<file path="src/rtl/product_bcd_converter.sv">
// Signed product to sign + packed BCD magnitude converter.
// Sequential shift-add-3 (double dabble): one ADJUST and one SHIFT cycle per
// product bit. The result registers only load on the final shift, so the
// outputs always show the last completed conversion.
module product_bcd_converter #(
   parameter int WIDTH  = 16,
   parameter int DIGITS = 5
) (
   input  logic                  Clk,
   input  logic                  Reset,
   input  logic                  Start,
   input  logic [WIDTH-1:0]      Product,
   output logic                  Busy,
   output logic                  Done,
   output logic                  Sign,
   output logic [4*DIGITS-1:0]   Bcd
);

   localparam int CW = $clog2(WIDTH) + 1;
   localparam int BW = 4 * DIGITS;

   typedef enum logic [2:0] {IDLE, LOAD, ADJUST, SHIFT, DONE} state_t;

   state_t           state;
   state_t           state_next;
   logic [WIDTH-1:0] product_q;
   logic [WIDTH-1:0] magnitude;
   logic [BW-1:0]    scratch;
   logic [BW-1:0]    scratch_adj;
   logic [BW-1:0]    scratch_shl;
   logic             sign_pend;
   logic [CW-1:0]    count;
   logic             last_shift;

   assign last_shift  = (count == CW'(WIDTH - 1));
   assign scratch_shl = {scratch[BW-2:0], magnitude[WIDTH-1]};

   // Add 3 to every digit that is 5 or more; digits are independent (no carry)
   always_comb begin
      scratch_adj = scratch;
      for (int d = 0; d < DIGITS; d++) begin
         if (scratch[4*d +: 4] >= 4'd5)
            scratch_adj[4*d +: 4] = scratch[4*d +: 4] + 4'd3;
      end
   end

   // State register
   always_ff @(posedge Clk) begin
      if (!Reset)
         state <= IDLE;
      else
         state <= state_next;
   end

   // Next-state and status decode
   always_comb begin
      state_next = state;
      Busy       = 1'b0;
      Done       = 1'b0;
      case (state)
         IDLE:    if (Start) state_next = LOAD;
         LOAD:    begin Busy = 1'b1; state_next = ADJUST; end
         ADJUST:  begin Busy = 1'b1; state_next = SHIFT; end
         SHIFT:   begin
                     Busy       = 1'b1;
                     state_next = last_shift ? DONE : ADJUST;
                  end
         DONE:    begin Done = 1'b1; state_next = IDLE; end
         default: state_next = IDLE;
      endcase
   end

   // Datapath: input capture, magnitude/scratch iteration, result load
   always_ff @(posedge Clk) begin
      if (!Reset) begin
         product_q <= '0;
         magnitude <= '0;
         scratch   <= '0;
         sign_pend <= 1'b0;
         count     <= '0;
         Bcd       <= '0;
         Sign      <= 1'b0;
      end else begin
         case (state)
            IDLE: begin
               if (Start) product_q <= Product;
            end
            LOAD: begin
               // Most negative value wraps to itself, which read unsigned is 2^(WIDTH-1)
               magnitude <= product_q[WIDTH-1] ? (~product_q + WIDTH'(1)) : product_q;
               sign_pend <= product_q[WIDTH-1];
               scratch   <= '0;
               count     <= '0;
            end
            ADJUST: begin
               scratch <= scratch_adj;
            end
            SHIFT: begin
               scratch   <= scratch_shl;
               magnitude <= {magnitude[WIDTH-2:0], 1'b0};
               count     <= count + CW'(1);
               if (last_shift) begin
                  Bcd  <= scratch_shl;
                  Sign <= sign_pend;
               end
            end
            default: ;
         endcase
      end
   end

endmodule
</file>
<file path="config.mk">
export PLATFORM = sky130hd
export DESIGN_NAME = product_bcd_converter
export DESIGN_NICKNAME = d
export VERILOG_FILES = /design/src/rtl/product_bcd_converter.sv
export SDC_FILE = /design/constraint.sdc
export NUM_CORES = 1
export LEC_CHECK = 0
export ABC_AREA = 1
export CORE_MARGIN = 2
export CORE_UTILIZATION = 30
export DETAILED_ROUTE_END_ITERATION = 10
export PLACE_DENSITY = 0.52
export SETUP_SLACK_MARGIN = 0.3
export SYNTH_ARGS = -nofsm -noshare
export SYNTH_HDL_FRONTEND = slang
export SYNTH_SLANG_ARGS = --single-unit
</file>
<file path="constraint.sdc">
create_clock -name Clk -period 2 [get_ports Clk]
set_input_delay 0.4 -clock Clk [delete_from_list [all_inputs] [get_ports Clk]]
set_output_delay 0.4 -clock Clk [all_outputs]
set_load 0.05 [all_outputs]
</file>
# ---- Word-level counts from Yosys, hierarchy flattened
# Cells that the tools add are included.
dict set report classes {
  mux 14
  bitwise 1
  add_sub_neg 7
  div 0
  n_lt_le_gt_ge 5
  multipliers 0
  reduce_logical 11
  n_eq_ne 11
  n_shift 0
}
# cell n
set op_table {}
lappend op_table {{$pmux 20 s3} 1}
lappend op_table {{$pmux 16 s2} 1}
lappend op_table {{$add 4x2->4 const B} 5}
lappend op_table {{$ge 4x3->1 const B} 5}
lappend op_table {{$mux 4} 5}
lappend op_table {{$add 16x1->16 const B} 1}
lappend op_table {{$mux 16} 1}
lappend op_table {{$not 16->16} 1}
lappend op_table {{$reduce_and 2->1} 7}
lappend op_table {{$ne 2x2->1 const B} 6}
lappend op_table {{$pmux 3 s4} 1}
lappend op_table {{$pmux 5 s2} 1}
lappend op_table {{$eq 3x2->1 const B} 2}
lappend op_table {{$mux 3} 2}
lappend op_table {{$add 5x1->5 const B} 1}
lappend op_table {{$eq 5x4->1 const B} 1}
lappend op_table {{$eq 3x1->1 const B} 1}
lappend op_table {{$eq 3x3->1 const B} 1}
lappend op_table {{$logic_not 3->1} 1}
lappend op_table {{$reduce_bool 3->1} 1}
lappend op_table {{$reduce_or 3->1} 1}
lappend op_table {{$mux 1} 2}
lappend op_table {{$reduce_bool 2->1} 1}
dict set report totals {
  wordCells 61
  regBits 82
  memories 0
  latchBits 0
  mem_bits_ro 0
  ram_bits 0
}

# ---- Longest topological paths before layout
dict set report logic_depth {
  word_depth 4
  depth_mapped 10
}

# ---- Least setup slack after synthesis
# No wires, ideal clock.
dict set report synth_path {
  kind {reg2out}
  from {register state[2]}
  to {output Done}
  path_buffers 0
  required_ps 1600
  setup_slack_ps 5
  arrival_ps 1595
  stages_incl_launch_ff 3
  cell_sequence {dfxtp_1 -> inv_1 -> nor3_1}
}
dict set report synth_via {
  elab_chain_cells 2
}
# item line
set synth_rtl {}
lappend synth_rtl {{from (decl)} 24} ;# state_t state;
lappend synth_rtl {{from (signal assigned)} 52} ;# state <= state_next;
lappend synth_rtl {{$eq 3x3->1} 60} ;# case (state)
lappend synth_rtl {{$mux 1} 60}
lappend synth_rtl {{to (decl)} 14} ;# output logic Done,
# Every way passes these cells.

# ---- Final worst setup path
dict set report layout_path {
  from {register Sign}
  to {output Sign}
}
# item line
set layout_lines {}
lappend layout_lines {{from (decl)} 15} ;# output logic Sign,
lappend layout_lines {{from (signal assigned)} 104} ;# Sign <= sign_pend;
# No word-level cell between the ends.

==> run summary <==
peak per-stage delay on the critical path: 0.53 ns
total clock sinks: 82
setup TNS: 0 ns
WP data arrival: 1.24 ns
Max-Cap Viols: 0
hold_sp: product_q[0]
worst skew pair latency: 0.34 ns
largest net degree at the start of global routing: 51
GRT Resource Usage Total: 13.36%
Final Util: 38.39%
Vias: 3522
sequential fraction of the synthesis area: 42.17%
NetSw: 1.102 mW
most common cell after layout, fill and taps aside: dfxtp_1
FF-to-FF setup slack: 0.45 ns
clk root buf: clkbuf_16
H-tree Lvls: 3
Buf/Inv on CP: 1
IO Count: 42
Area contributors post-synth: dfxtp_1 (42%), a21oi_1 (7.3%), o21ai_0 (7.3%)
Hold-fix buffers, CTS: 0
Synth Warn #: 0
Power Total: 4.162 mW
power density cells: 859.0 nW/µm²
crit path time final: 1.636 ns
fmax: 611.3 MHz
Worst EP required: 1.60 ns
# nets final: 604
vias in the first global route: 3256
Final Hold Fails: 0
VDD IR max: 582.5 µV
Crit Path Max Fanout: 2
total gr overflow: 0
max-slew violations: 0
Seq pwr share: 43.0%
largest family of logic cells by synthesized area: compound AO/OA/AOI/OAI gates
Endpoint, Worst Hold: magnitude[0]
Tcrit/Tclk final: 81.79%
HP Class: flip-flop to flip-flop
commonest cells after routing, fill and taps aside: dfxtp_1 (78), nand2_1 (75), inv_1 (73)
Largest delay share family, worst path: buffers and inverters
Synth Area in Simple Gates: 18.71%
startpoint types: flip-flop
core area: 12620 µm²
drc violations: 0
clock power share: 42.9%
Area Overhead vs Synth: 24.46%
Crit path depth: 1
Placed Cells: 733
GPL Wtd Cong: 0.8035
worst slew pin tran: 0.5034 ns
unrepaired setup endpoints after global routing: no
part of the power in combinational logic: 14.1%
P_int: 3.060 mW
xor/xnor cell area share of the yosys netlist: 0.2250%
Final ANT Viol Nets: 0
share of layout cells above drive strength 1: 9.879%
Starting Density: 30.84%
Hold Path Depth: 2
Yosys cell types: 31
ant diodes: 0
syn_nets: 566
worst reg2reg path depth: 7
num rows: 41
Pre-antenna DRT Iters: 4
relative slew slack: 66.57%
Iteration-0 DRC Markers: 163
DIE AREA: 13900 µm²
Die Height: 117.9 µm
DR WL/cell: 11.90 µm
clock buffer depth: 2
post-synth top area share: 42.17%
Yosys reg bits: 82
compound-cell area share of the yosys netlist: 23.98%
Cells after Synth: 534
first-pass GRT wire length: 15180 µm
post-CTS setup buffers: 0
mux contribution to synthesized area: 0%
status: complete, no violations
Total Wirelength: 8911 µm
die span in x: 117.9 µm
CTS Buf Count: 9
Synth area leader: dfxtp_1
Finished Layout Cells: 749
Synth Area in Adders: 4.179%
static leakage power: 1.859 nW
via/cell ratio: 4.702
Setup CP Type: flip-flop to output pin
Clock Skew: 0.007203 ns
Port Buf Inserts: 41
fill cell total of the finished layout: 1343
initial antenna violation count: 0
Post-Syn Area: 3892 µm²
CP max stage cell: clkdlybuf4s15_1
Crit. End Element: output pin
Post-Syn Area per Cell: 7.289 µm²
r2r startpoint: scratch[0]
DP HPWL: 6160 µm
reg2reg end: scratch[1]
Final Setup Violations: 0
CTS tree: built
CP cell instances: clkdlybuf4s15_1
switching share of power: 26.48%
clock slew at reported path FFs: 0.06 ns
what timing repair did:
| action | 4_1_cts | 5_1_grt |
|---|---|---|
| endpoints found under the setup margin | 24 | 32 |
| gates resized for setup | 24 | 13 |
| pin swaps | 0 | 1 |
worst max-delay path by stage:
stage / startpoint / end
4_1_cts: state[0] / Busy
5_1_grt: state[0] / Busy
3_3_place_gp: Reset / Bcd[5]
3_5_place_dp: state[1] / scratch[19]
2_1_floorplan: state[0] / scratch[4]
6_report: Sign / Sign
state kept, by name, summed over array words and instances, names as in the netlist:
signal     flops
product_q     16
Sign           1
Bcd           20
count          5
magnitude     16
state          3
sign_pend      1
scratch       20
metal layers:
layer  track usage [%]  share of wire (%)  vias to the layer above
met3             4.070                4.4                        7
met2             22.64                 47                       68
li1                  -                  -                     1865
met1             16.05                 48                     1582
met4             4.518               0.98                        0
met5                 0                  0                        -
stage by stage:
step                area [µm²]  hold WS [ns]  setup WS [ns]
floorplan                 3897        0.4392         0.2870
global placement          4509        0.4531         0.3587
detailed placement        4509        0.4605         0.3132
CTS                       4807        0.4672         0.3153
global route              4845        0.4880         0.3116
finish                    4845        0.4655         0.3643
power groups by stage:
stage / registers [mW] / logic (mW) / clock network (mW)
after floorplan: 1.80 / 0.428 / 0
after global placement: 1.82 / 0.573 / 0
after detailed placement: 1.82 / 0.582 / 0
after CTS: 1.79 / 0.588 / 1.83
after global routing: 1.80 / 0.676 / 1.90
final: 1.79 / 0.588 / 1.79
cells by family after synthesis:
group	count (synthesis)
flip-flops	82
AO/OA/AOI/OAI	173
XOR/XNOR	1
buffers and inverters	103
adder cells (fa/ha/maj)	13
AND/OR/NAND/NOR	162
final cells by class:
| type | instances | area, µm² | area share (%) |
|---|---|---|---|
| Sequential cell | 82 | 1652 | 34.09 |
| Multi-Input combinational cell | 349 | 1862 | 38.43 |
| Clock buffer | 11 | 242.7 | 5.010 |
| Timing Repair Buffer | 51 | 496.7 | 10.25 |
| Clock inverter | 5 | 77.57 | 1.601 |
| Inverter | 79 | 299.0 | 6.173 |
| Tap cell | 172 | 215.2 | 4.442 |
synth_stat cells:
library cell / instances
xor2_1: 1
nor2_1: 19
o21ai_0: 57
or2_2: 3
o211ai_1: 1
nand2_2: 1
a311oi_1: 1
a221oi_1: 1
inv_1: 73
o21ai_2: 5
nand4_1: 2
o21ai_1: 23
nor2_2: 3
nand2_1: 75
buf_6: 2
dfxtp_1: 82
a2bb2oi_1: 1
nor3_4: 1
buf_2: 4
a31oi_1: 5
a211oi_1: 1
nor2_4: 2
buf_1: 2
clkbuf_1: 13
ha_1: 13
o22ai_1: 21
buf_4: 3
a21oi_1: 57
nand3_1: 53
nor3_1: 3
inv_2: 6
(Power assumes the default switching activity.)
